[config.mk]
export PLATFORM = sky130hd
export DESIGN_NAME = cdb_arbiter
export DESIGN_NICKNAME = d
export VERILOG_FILES = /design/src/rtl/rv32i_types.sv /design/src/rtl/cdb_fifo.sv /design/src/rtl/cdb_arbiter.sv
export SDC_FILE = /design/constraint.sdc
export NUM_CORES = 1
export LEC_CHECK = 0
export CAP_MARGIN = 20
export CORE_MARGIN = 3
export CORE_UTILIZATION = 49
export CTS_CLUSTER_DIAMETER = 40
export DETAILED_ROUTE_END_ITERATION = 10
export PLACE_DENSITY = 0.76
export SLEW_MARGIN = 20
export SYNTH_ARGS = -nofsm -noshare
export SYNTH_HDL_FRONTEND = slang
export SYNTH_SLANG_ARGS = --single-unit
export TNS_END_PERCENT = 100
[constraint.sdc]
create_clock -name clk -period 9.4 [get_ports clk]
set_input_delay 2.35 -clock clk [delete_from_list [all_inputs] [get_ports clk]]
set_output_delay 2.35 -clock clk [all_outputs]
set_load 0.05 [all_outputs]
[src/rtl/rv32i_types.sv]
// Shared RV32I out-of-order core types: common data bus packet and CDB source indices.
package rv32i_types;

  typedef struct packed {
    logic        valid;
    logic [5:0]  rob_idx;
    logic [5:0]  pd_s;
    logic [4:0]  rd_s;
    logic [31:0] rd_v;
    logic [31:0] inst;
    logic        pc_select;
    logic [31:0] pc_branch;
  } cdb_t;

  localparam int unsigned N_CDB_SRC   = 5;
  localparam int unsigned CDB_SRC_ADD = 0;
  localparam int unsigned CDB_SRC_MUL = 1;
  localparam int unsigned CDB_SRC_DIV = 2;
  localparam int unsigned CDB_SRC_BR  = 3;
  localparam int unsigned CDB_SRC_MEM = 4;

endpackage

[src/rtl/cdb_fifo.sv]
// Per-source result buffer feeding the CDB arbiter: circular buffer with a separate count.
module cdb_fifo
  import rv32i_types::*;
#(
  parameter int unsigned  DEPTH = 2,
  localparam int unsigned PW    = $clog2(DEPTH),
  localparam int unsigned CW    = $clog2(DEPTH + 1)
) (
  input  logic          clk,
  input  logic          rst,
  input  logic          flush,
  input  logic          push,
  input  cdb_t          din,
  input  logic          pop,
  output cdb_t          dout,
  output logic          empty,
  output logic          full,
  output logic [CW-1:0] count
);

  cdb_t          mem_q [DEPTH];
  logic [PW-1:0] rd_ptr_q;
  logic [PW-1:0] wr_ptr_q;
  logic [CW-1:0] count_q;
  logic          do_push;
  logic          do_pop;

  assign empty   = (count_q == '0);
  assign full    = (count_q == CW'(DEPTH));
  assign count   = count_q;
  assign dout    = mem_q[rd_ptr_q];
  assign do_push = push & ~flush & ~full;
  assign do_pop  = pop & ~flush & ~empty;

  // Storage is not reset; only the pointers and count define what is valid.
  always_ff @(posedge clk) begin
    if (do_push) begin
      mem_q[wr_ptr_q] <= din;
    end
  end

  always_ff @(posedge clk or negedge rst) begin
    if (!rst) begin
      rd_ptr_q <= '0;
      wr_ptr_q <= '0;
      count_q  <= '0;
    end else if (flush) begin
      rd_ptr_q <= '0;
      wr_ptr_q <= '0;
      count_q  <= '0;
    end else begin
      if (do_push) begin
        wr_ptr_q <= wr_ptr_q + 1'b1;
      end
      if (do_pop) begin
        rd_ptr_q <= rd_ptr_q + 1'b1;
      end
      if (do_push && !do_pop) begin
        count_q <= count_q + 1'b1;
      end else if (do_pop && !do_push) begin
        count_q <= count_q - 1'b1;
      end
    end
  end

endmodule

[src/rtl/cdb_arbiter.sv]
// Common data bus arbiter: buffers FU results per source and broadcasts one packet per cycle
// on a registered bus, round-robin across sources, with a global mispredict flush.
module cdb_arbiter
  import rv32i_types::*;
#(
  parameter int unsigned  N_SRC = N_CDB_SRC,
  parameter int unsigned  DEPTH = 2,
  localparam int unsigned SW    = $clog2(N_SRC),
  localparam int unsigned CW    = $clog2(DEPTH + 1)
) (
  input  logic                        clk,
  input  logic                        rst,
  input  cdb_t [N_SRC-1:0]            src_cdb,
  output logic [N_SRC-1:0]            src_ready,
  input  logic                        flush,
  output cdb_t                        cdb_out,
  output logic [SW-1:0]               grant_src,
  output logic [N_SRC-1:0][CW-1:0]    occupancy
);

  cdb_t [N_SRC-1:0] head;
  logic [N_SRC-1:0] empty;
  logic [N_SRC-1:0] full;
  logic [N_SRC-1:0] push;
  logic [N_SRC-1:0] pop;
  logic [N_SRC-1:0] req;
  logic [N_SRC-1:0] req_rot;
  logic [SW-1:0]    rr_ptr;
  logic [SW-1:0]    rot_idx;
  logic [SW-1:0]    gnt_idx;
  logic [SW-1:0]    rr_next;
  logic             gnt_any;
  cdb_t             gnt_pkt;

  // (a + b) mod N_SRC for operands already below N_SRC.
  function automatic logic [SW-1:0] wrap_add(input logic [SW-1:0] a, input logic [SW-1:0] b);
    logic [SW:0] sum;
    sum = {1'b0, a} + {1'b0, b};
    if (sum >= (SW + 1)'(N_SRC)) begin
      sum = sum - (SW + 1)'(N_SRC);
    end
    return sum[SW-1:0];
  endfunction

  assign src_ready = ~full;
  assign req       = ~empty;

  for (genvar i = 0; i < N_SRC; i++) begin : g_src
    assign push[i] = src_cdb[i].valid & src_ready[i] & ~flush;
    assign pop[i]  = gnt_any & (gnt_idx == SW'(i)) & ~flush;

    cdb_fifo #(
      .DEPTH (DEPTH)
    ) u_fifo (
      .clk   (clk),
      .rst   (rst),
      .flush (flush),
      .push  (push[i]),
      .din   (src_cdb[i]),
      .pop   (pop[i]),
      .dout  (head[i]),
      .empty (empty[i]),
      .full  (full[i]),
      .count (occupancy[i])
    );
  end

  // Rotate so rr_ptr sits at bit 0, pick the lowest set bit, then rotate the index back.
  always_comb begin
    req_rot = '0;
    for (int unsigned i = 0; i < N_SRC; i++) begin
      req_rot[i] = req[wrap_add(rr_ptr, SW'(i))];
    end

    gnt_any = 1'b0;
    rot_idx = '0;
    for (int i = int'(N_SRC) - 1; i >= 0; i--) begin
      if (req_rot[i]) begin
        gnt_any = 1'b1;
        rot_idx = SW'(i);
      end
    end

    gnt_idx       = wrap_add(rr_ptr, rot_idx);
    rr_next       = wrap_add(gnt_idx, SW'(1));
    gnt_pkt       = head[gnt_idx];
    gnt_pkt.valid = 1'b1;
  end

  always_ff @(posedge clk or negedge rst) begin
    if (!rst) begin
      cdb_out   <= '0;
      grant_src <= '0;
      rr_ptr    <= '0;
    end else if (flush) begin
      cdb_out <= '0;
    end else if (gnt_any) begin
      cdb_out   <= gnt_pkt;
      grant_src <= gnt_idx;
      rr_ptr    <= rr_next;
    end else begin
      cdb_out <= '0;
    end
  end

endmodule

### Yosys cells after proc, flatten, opt, wreduce, memory -nomap -nowiden

Memory sizes are Yosys's and may differ from the RTL's.
Cells that the tools add are included.

* flip-flop bits (word level): 141
* memory bits (writable): 1150
* bits of input ports: 578
* memories: 5

Memories
* g_src[0].u_fifo.mem_q: depth 2, bits a word 115, read ports 1, clocked after memory_dff 0, write ports 1, RTL line cdb_fifo.sv:21 `cdb_t mem_q [DEPTH];`
* g_src[1].u_fifo.mem_q: depth 2, bits a word 115, read ports 1, clocked after memory_dff 0, write ports 1, RTL line cdb_fifo.sv:21
* g_src[2].u_fifo.mem_q: depth 2, bits a word 115, read ports 1, clocked after memory_dff 0, write ports 1, RTL line cdb_fifo.sv:21
* g_src[3].u_fifo.mem_q: depth 2, bits a word 115, read ports 1, clocked after memory_dff 0, write ports 1, RTL line cdb_fifo.sv:21
* g_src[4].u_fifo.mem_q: depth 2, bits a word 115, read ports 1, clocked after memory_dff 0, write ports 1, RTL line cdb_fifo.sv:21

* add/subtract/negate cells: 33
* magnitude comparators: 13
* equality and inequality tests: 9
* multiplexer cells: 76
* bitwise logic cells: 53
* reductions and logical operators: 42

Operators with widths (number)
* $bmux 115 s3: 1
* $mux 115: 2
* $mux 114: 1
* $and 1x1->1: 40
* $mux 1: 40
* $mux 3: 12
* $mux 2: 15
* $ge 4x3->1 const B: 6
* $lt 3x4->1 const B: 6
* $sub 3x3->3 const B: 7
* $reduce_bool 2->1: 10
* $bmux 1 s3: 5
* $reduce_bool 3->1: 5
* $not 1->1: 11
* $add 1x1->1 const B: 10
* $add 2x1->2 const B: 5
* $eq 2x2->1 const B: 5
* $logic_and 1x1->1: 10
* $logic_not 1->1: 10
* $logic_not 2->1: 5
* $not 5->5: 2
* $sub 2x1->2 const B: 5
* $add 3x1->4 const B: 2
* $add 3x2->4 const B: 2
* 8 further kinds: 9

### Depth between registers and ports, before layout

* depth in word-level cells: 22
* mapped depth: 27
* gate-level depth less buffers: 25

### Hierarchy

A second synthesis with hierarchy kept.

* cells, all modules: 3106
* area total of the unflattened synthesis: 52300.2 µm²

By module, submodules not included
* cdb_fifo (g_src[1].u_fifo ...): times used 4, cells an instance 383, area each 8516.9 µm²
* cdb_arbiter: times used 1, cells an instance 1190, area each 9701.8 µm²
* cdb_fifo (g_src[0].u_fifo): times used 1, cells an instance 384, area each 8530.7 µm²

### Worst setup path before layout

No wires, ideal clock.

* path kind: input -> register
* from: input flush
* to: memory g_src[0].u_fifo.mem_q[1][0] (netlist bit) (enable)
* arrival time: 11008 ps
* data required time: 8650 ps
* setup slack: -2358 ps
* stages on the path: 3
* buffers on the path: 2
* cells stage by stage: clkbuf_1 -> clkbuf_1 -> nor3b_1

* cells in the longest elaborated chain, start to end: 6

Ends and longest elaborated chain
* start: declaration: RTL line cdb_arbiter.sv:15 `input logic flush,`
* $not 1->1 (no line) (*)
* $and 1x1->1: RTL line cdb_arbiter.sv:49 `assign push[i] = src_cdb[i].valid & src_ready[i] & ~flush;`
* $and 1x1->1 (*) (2 in a row): RTL line cdb_fifo.sv:32 `assign do_push = push & ~flush & ~full;`
* $mux 1 (*): RTL line cdb_fifo.sv:37 `if (do_push) begin`
* $mux 1 (not written as such) (*): RTL line cdb_fifo.sv:38 `mem_q[wr_ptr_q] <= din;`
* end: declaration: RTL line cdb_fifo.sv:21

Mark *: on every way between the ends. The rest lies on a longest branch, timed or not.

### Worst setup path after layout

* from: register rr_ptr[0]
* to: register cdb_out[36] (netlist bit)

* cells in the longest elaborated chain, start to end: 17
* elaborated cells on any way between the ends: 47
* those cells by class: 11 x add/sub; 6 x order compare; 30 x mux

Ends and longest elaborated chain
* start: declaration: RTL line cdb_arbiter.sv:28 `logic [SW-1:0] rr_ptr;`
* start signal: assignment: RTL line cdb_arbiter.sv:100 `rr_ptr <= rr_next;`
* $add 3x3->4: RTL line cdb_arbiter.sv:38 `sum = {1'b0, a} + {1'b0, b};`
* $ge 4x3->1 or $sub 3x3->3 (tied branches): RTL line cdb_arbiter.sv:39, cdb_arbiter.sv:40
* $mux 3: RTL line cdb_arbiter.sv:39 `if (sum >= (SW + 1)'(N_SRC)) begin`
* $bmux 1 s3: RTL line cdb_arbiter.sv:72 `req_rot[i] = req[wrap_add(rr_ptr, SW'(i))];`
* $mux 1 (not written as such): RTL line cdb_arbiter.sv:72
* $mux 3 (5 in a row): RTL line cdb_arbiter.sv:78 `if (req_rot[i]) begin`
* $add 3x3->4: RTL line cdb_arbiter.sv:38
* $ge 4x3->1 or $sub 3x3->3 (tied branches): RTL line cdb_arbiter.sv:39, cdb_arbiter.sv:40
* $mux 3: RTL line cdb_arbiter.sv:39
* $bmux 115 s3: RTL line cdb_arbiter.sv:86 `gnt_pkt = head[gnt_idx];`
* $mux 114 (not written as such): RTL line cdb_arbiter.sv:86
* $mux 115 (*): RTL line cdb_arbiter.sv:97 `end else if (gnt_any) begin`
* $mux 115 (*): RTL line cdb_arbiter.sv:95 `end else if (flush) begin`
* end signal: assignment: RTL line cdb_arbiter.sv:98 `cdb_out <= gnt_pkt;`
* end: declaration: RTL line cdb_arbiter.sv:16 `output cdb_t cdb_out,`

Mark *: on every way between the ends. The rest lies on a longest branch, timed or not. The select of a mux whose other input is x is not followed.
A chain may end at the register's enable or synchronous reset.

==> impl_metrics.tcl <==
set metrics [dict create \
    min_from "grant_src[0]" \
    post_cts_resized 0 \
    path_delay_family "compound AO/OA/AOI/OAI gates" \
    dr.first_iter.drc_count 3360 \
    vias 31894 \
    grt-ovfl-total 0 \
    final_nets 4434 \
    async_flop_share 0.110 \
    syn_nets 3731 \
    routabilityCongestion 0.834 \
    critPathLaunchType "register" \
    die_x_um 327 \
    cts_root_buffer "clkbuf_16" \
    clock_skew_ns 0.0321 \
    whs_ns 0.492 \
    r2r_slack_ns 1.47 \
    max_slew_margin 0.232 \
    final_area_sq_um 64400 \
    status "finished, final reports clean" \
    ys_top_cells_by_area "edfxtp_1 (68%), dfrtp_1 (7.0%), mux2i_1 (6.9%)" \
    clk_pin_slew_worst_paths_ns 0.06 \
    yosysWarningCount 0 \
    timing.rr.end "cdb_out[36]" \
    htreeDepth 4 \
    fmaxAchievable_mhz 126 \
    remaining_drc_errors 0 \
    wl_per_cell_um 27.6 \
    start_util 0.499 \
    hold_viol 0 \
    grt_util_all_layers 0.274 \
    insertion_delay_ns 0.76 \
    cts_tree "yes" \
    reg2regPathDepth 25 \
    reg2reg_from "rr_ptr[0]" \
    hold_path.class "reg2reg" \
    core_area_sq_um 101000 \
    synth_cell_type_count 68 \
    place_ws_ns 1.58 \
    clock_path_buffers 3 \
    first_global_vias 32011 \
    path_common_cell "ha_1" \
    synthFlopType "edfxtp_1" \
    required_ns 10.05 \
    clock_sinks 1281 \
    area_delta_synth_final_pct 27.8 \
    drive_gt1_frac 0.0861 \
    syn_inst 3137 \
    die_height_um 327 \
    grt_max_degree 145 \
    setup_ws_ns 1.47 \
    synth_edf_count 1140 \
    post-cts-setup-buffers 0 \
    crit_path_top_delay_cell "buf_4" \
    crit_fanout 72 \
    max_stage_delay_ns 0.75 \
    hold_end "grant_src[0]" \
    grt_antenna_before_repair 61 \
    worst_pin_slew_ns 1.15 \
    synth_top_cell_area_share 0.680 \
    synth-seq-cells 1281 \
    wl_um 148000 \
    first_pass_iters 6 \
    setup-tns-final_ns 0 \
    cp_data_arrival_time_ns 8.58 \
    fin_crit_ns 7.93 \
    ant_nets 0 \
    setup_viol 0 \
    place_area_sq_um 59000 \
    design.portCount 711 \
    yosysTopAreaCell "edfxtp_1" \
    die-area_sq_um 107000 \
    fin_crit_sh 0.843 \
    grt_first_pass_wirelength_um 214000 \
    cts_buffers 152 \
    rsz0062_at_grt "false" \
    fillers 7154 \
    fp-row-count 116 \
    vias_per_cell 5.93 \
    cts_hold_buffers 0 \
    port_buffers 710 \
    hold_depth 2 \
    yosysSeqAreaShare 0.750 \
    dpl.hpwl_um 90800 \
    finalMaxSlewViolations 0 \
    avgSynthCellArea_sq_um 16.1 \
    synth_area_sq_um 50400 \
    cap_violations 0 \
    worstSetupPathType "reg2reg" \
    cp_num_buf_inv 5 \
    endpoint_kind "register" \
]
per-stage QoR:
| step | std cells | utilization |
|---|---|---|
| after floorplan | 3137 | - |
| after global placement | 5043 | 0.584 |
| after detailed placement | 5043 | 0.584 |
| after CTS | 5327 | 0.636 |
| after global routing | 5361 | 0.637 |
| final | 5376 | 0.637 |
cell families after synthesis:
family,count (synthesis),synth area share
flops,1281,0.750
compound gates,764,0.105
simple gates,477,0.0509
mux,351,0.0700
buf+inv,233,0.0179
fa+ha+maj,16,0.00427
xor+xnor,15,0.00261
worst reg2reg max path, delay by kind of cell (launching register included):
kind / cells / cell delay [ns]
AO/OA/AOI/OAI: 9 / 2.39
XOR/XNOR: 2 / 0.43
adder cells (fa/ha/maj): 5 / 1.62
buffers and inverters: 5 / 1.90
flip-flops: 1 / 0.67
multiplexers: 1 / 0.36
AND/OR/NAND/NOR: 3 / 0.49
cells in the final DEF (no fill, tap or decap), types with 4 or more instances in the layout:
cell / count
dfrtp_4: 5
nor2_1: 143
nand2_1: 29
clkinv_2: 21
buf_12: 13
diode_2: 49
xor2_1: 7
xnor2_1: 6
clkinv_8: 6
clkinv_1: 8
nor3_2: 7
nand3_1: 7
nor4_1: 5
inv_6: 17
clkbuf_16: 153
inv_1: 14
a211oi_1: 346
inv_8: 5
clkbuf_8: 6
nand3b_1: 4
nor2b_1: 236
ha_1: 14
dfrtp_1: 136
nor3b_2: 5
o21ai_0: 17
a31oi_1: 7
a21oi_1: 239
nand2b_1: 6
clkinv_4: 11
edfxtp_1: 1140
clkinvlp_4: 13
mux2i_1: 348
o31ai_1: 4
o22a_1: 115
bufinv_16: 16
clkbuf_1: 26
or3_1: 4
buf_4: 42
clkdlybuf4s50_1: 709
nor3_1: 14
layout make-up:
class | count | area, sq um | area share
sequential | 1281 | 37800 | 0.587
clock inverter | 99 | 1190 | 0.0185
antenna | 49 | 123 | 0.00191
clock buffer | 185 | 4010 | 0.0623
tap | 1357 | 1700 | 0.0264
multi-input combinational | 1623 | 11800 | 0.184
inverter | 17 | 63.8 | 0.000992
timing repair buffer | 765 | 7680 | 0.119
worst max path at each step:
stage               slack (ns)  depth (start not counted)  startpoint                          end
floorplan                -2.36                          3       flush  g_src[0].u_fifo.mem_q[1][0]
global placement          1.84                         22   rr_ptr[0]                  cdb_out[50]
detailed placement        1.58                         23   rr_ptr[0]                  cdb_out[49]
CTS                       1.56                         23   rr_ptr[0]                  cdb_out[42]
global route              0.97                         26   rr_ptr[0]                  cdb_out[24]
finish                    1.47                         25   rr_ptr[0]                  cdb_out[36]
flip-flops by register name (all words and copies together) (netlist names):
name                   count
grant_src                  3
g_src.u_fifo.mem_q      1140
rr_ptr                     3
cdb_out                  115
g_src.u_fifo.wr_ptr_q      5
g_src.u_fifo.rd_ptr_q      5
g_src.u_fifo.count        10
cells in the mapped netlist, types with 5 or more instances:
master,number
clkbuf_1,192
xor2_1,7
o21ai_0,17
nand2b_1,6
nand2_1,29
ha_1,14
nor3b_1,7
nor4_1,5
buf_2,18
xnor2_1,8
nand3_1,8
a21oi_1,240
nor2b_1,236
nor3_1,19
a31oi_1,7
a211oi_1,346
buf_1,5
inv_1,14
mux2i_1,349
edfxtp_1,1140
nor2_1,143
o22a_1,115
dfrtp_1,141
routing by layer:
metal / vias up / part of all wire / global-route usage
met5: - / 0.0016 / 0
met4: 30 / 0.038 / 0.116
met3: 334 / 0.085 / 0.0647
met2: 1629 / 0.50 / 0.460
met1: 16091 / 0.38 / 0.343
li1: 13810 / - / -
Power is not shown: default switching activity piles up to over one toggle a cycle in this logic, so the estimate is an artifact.
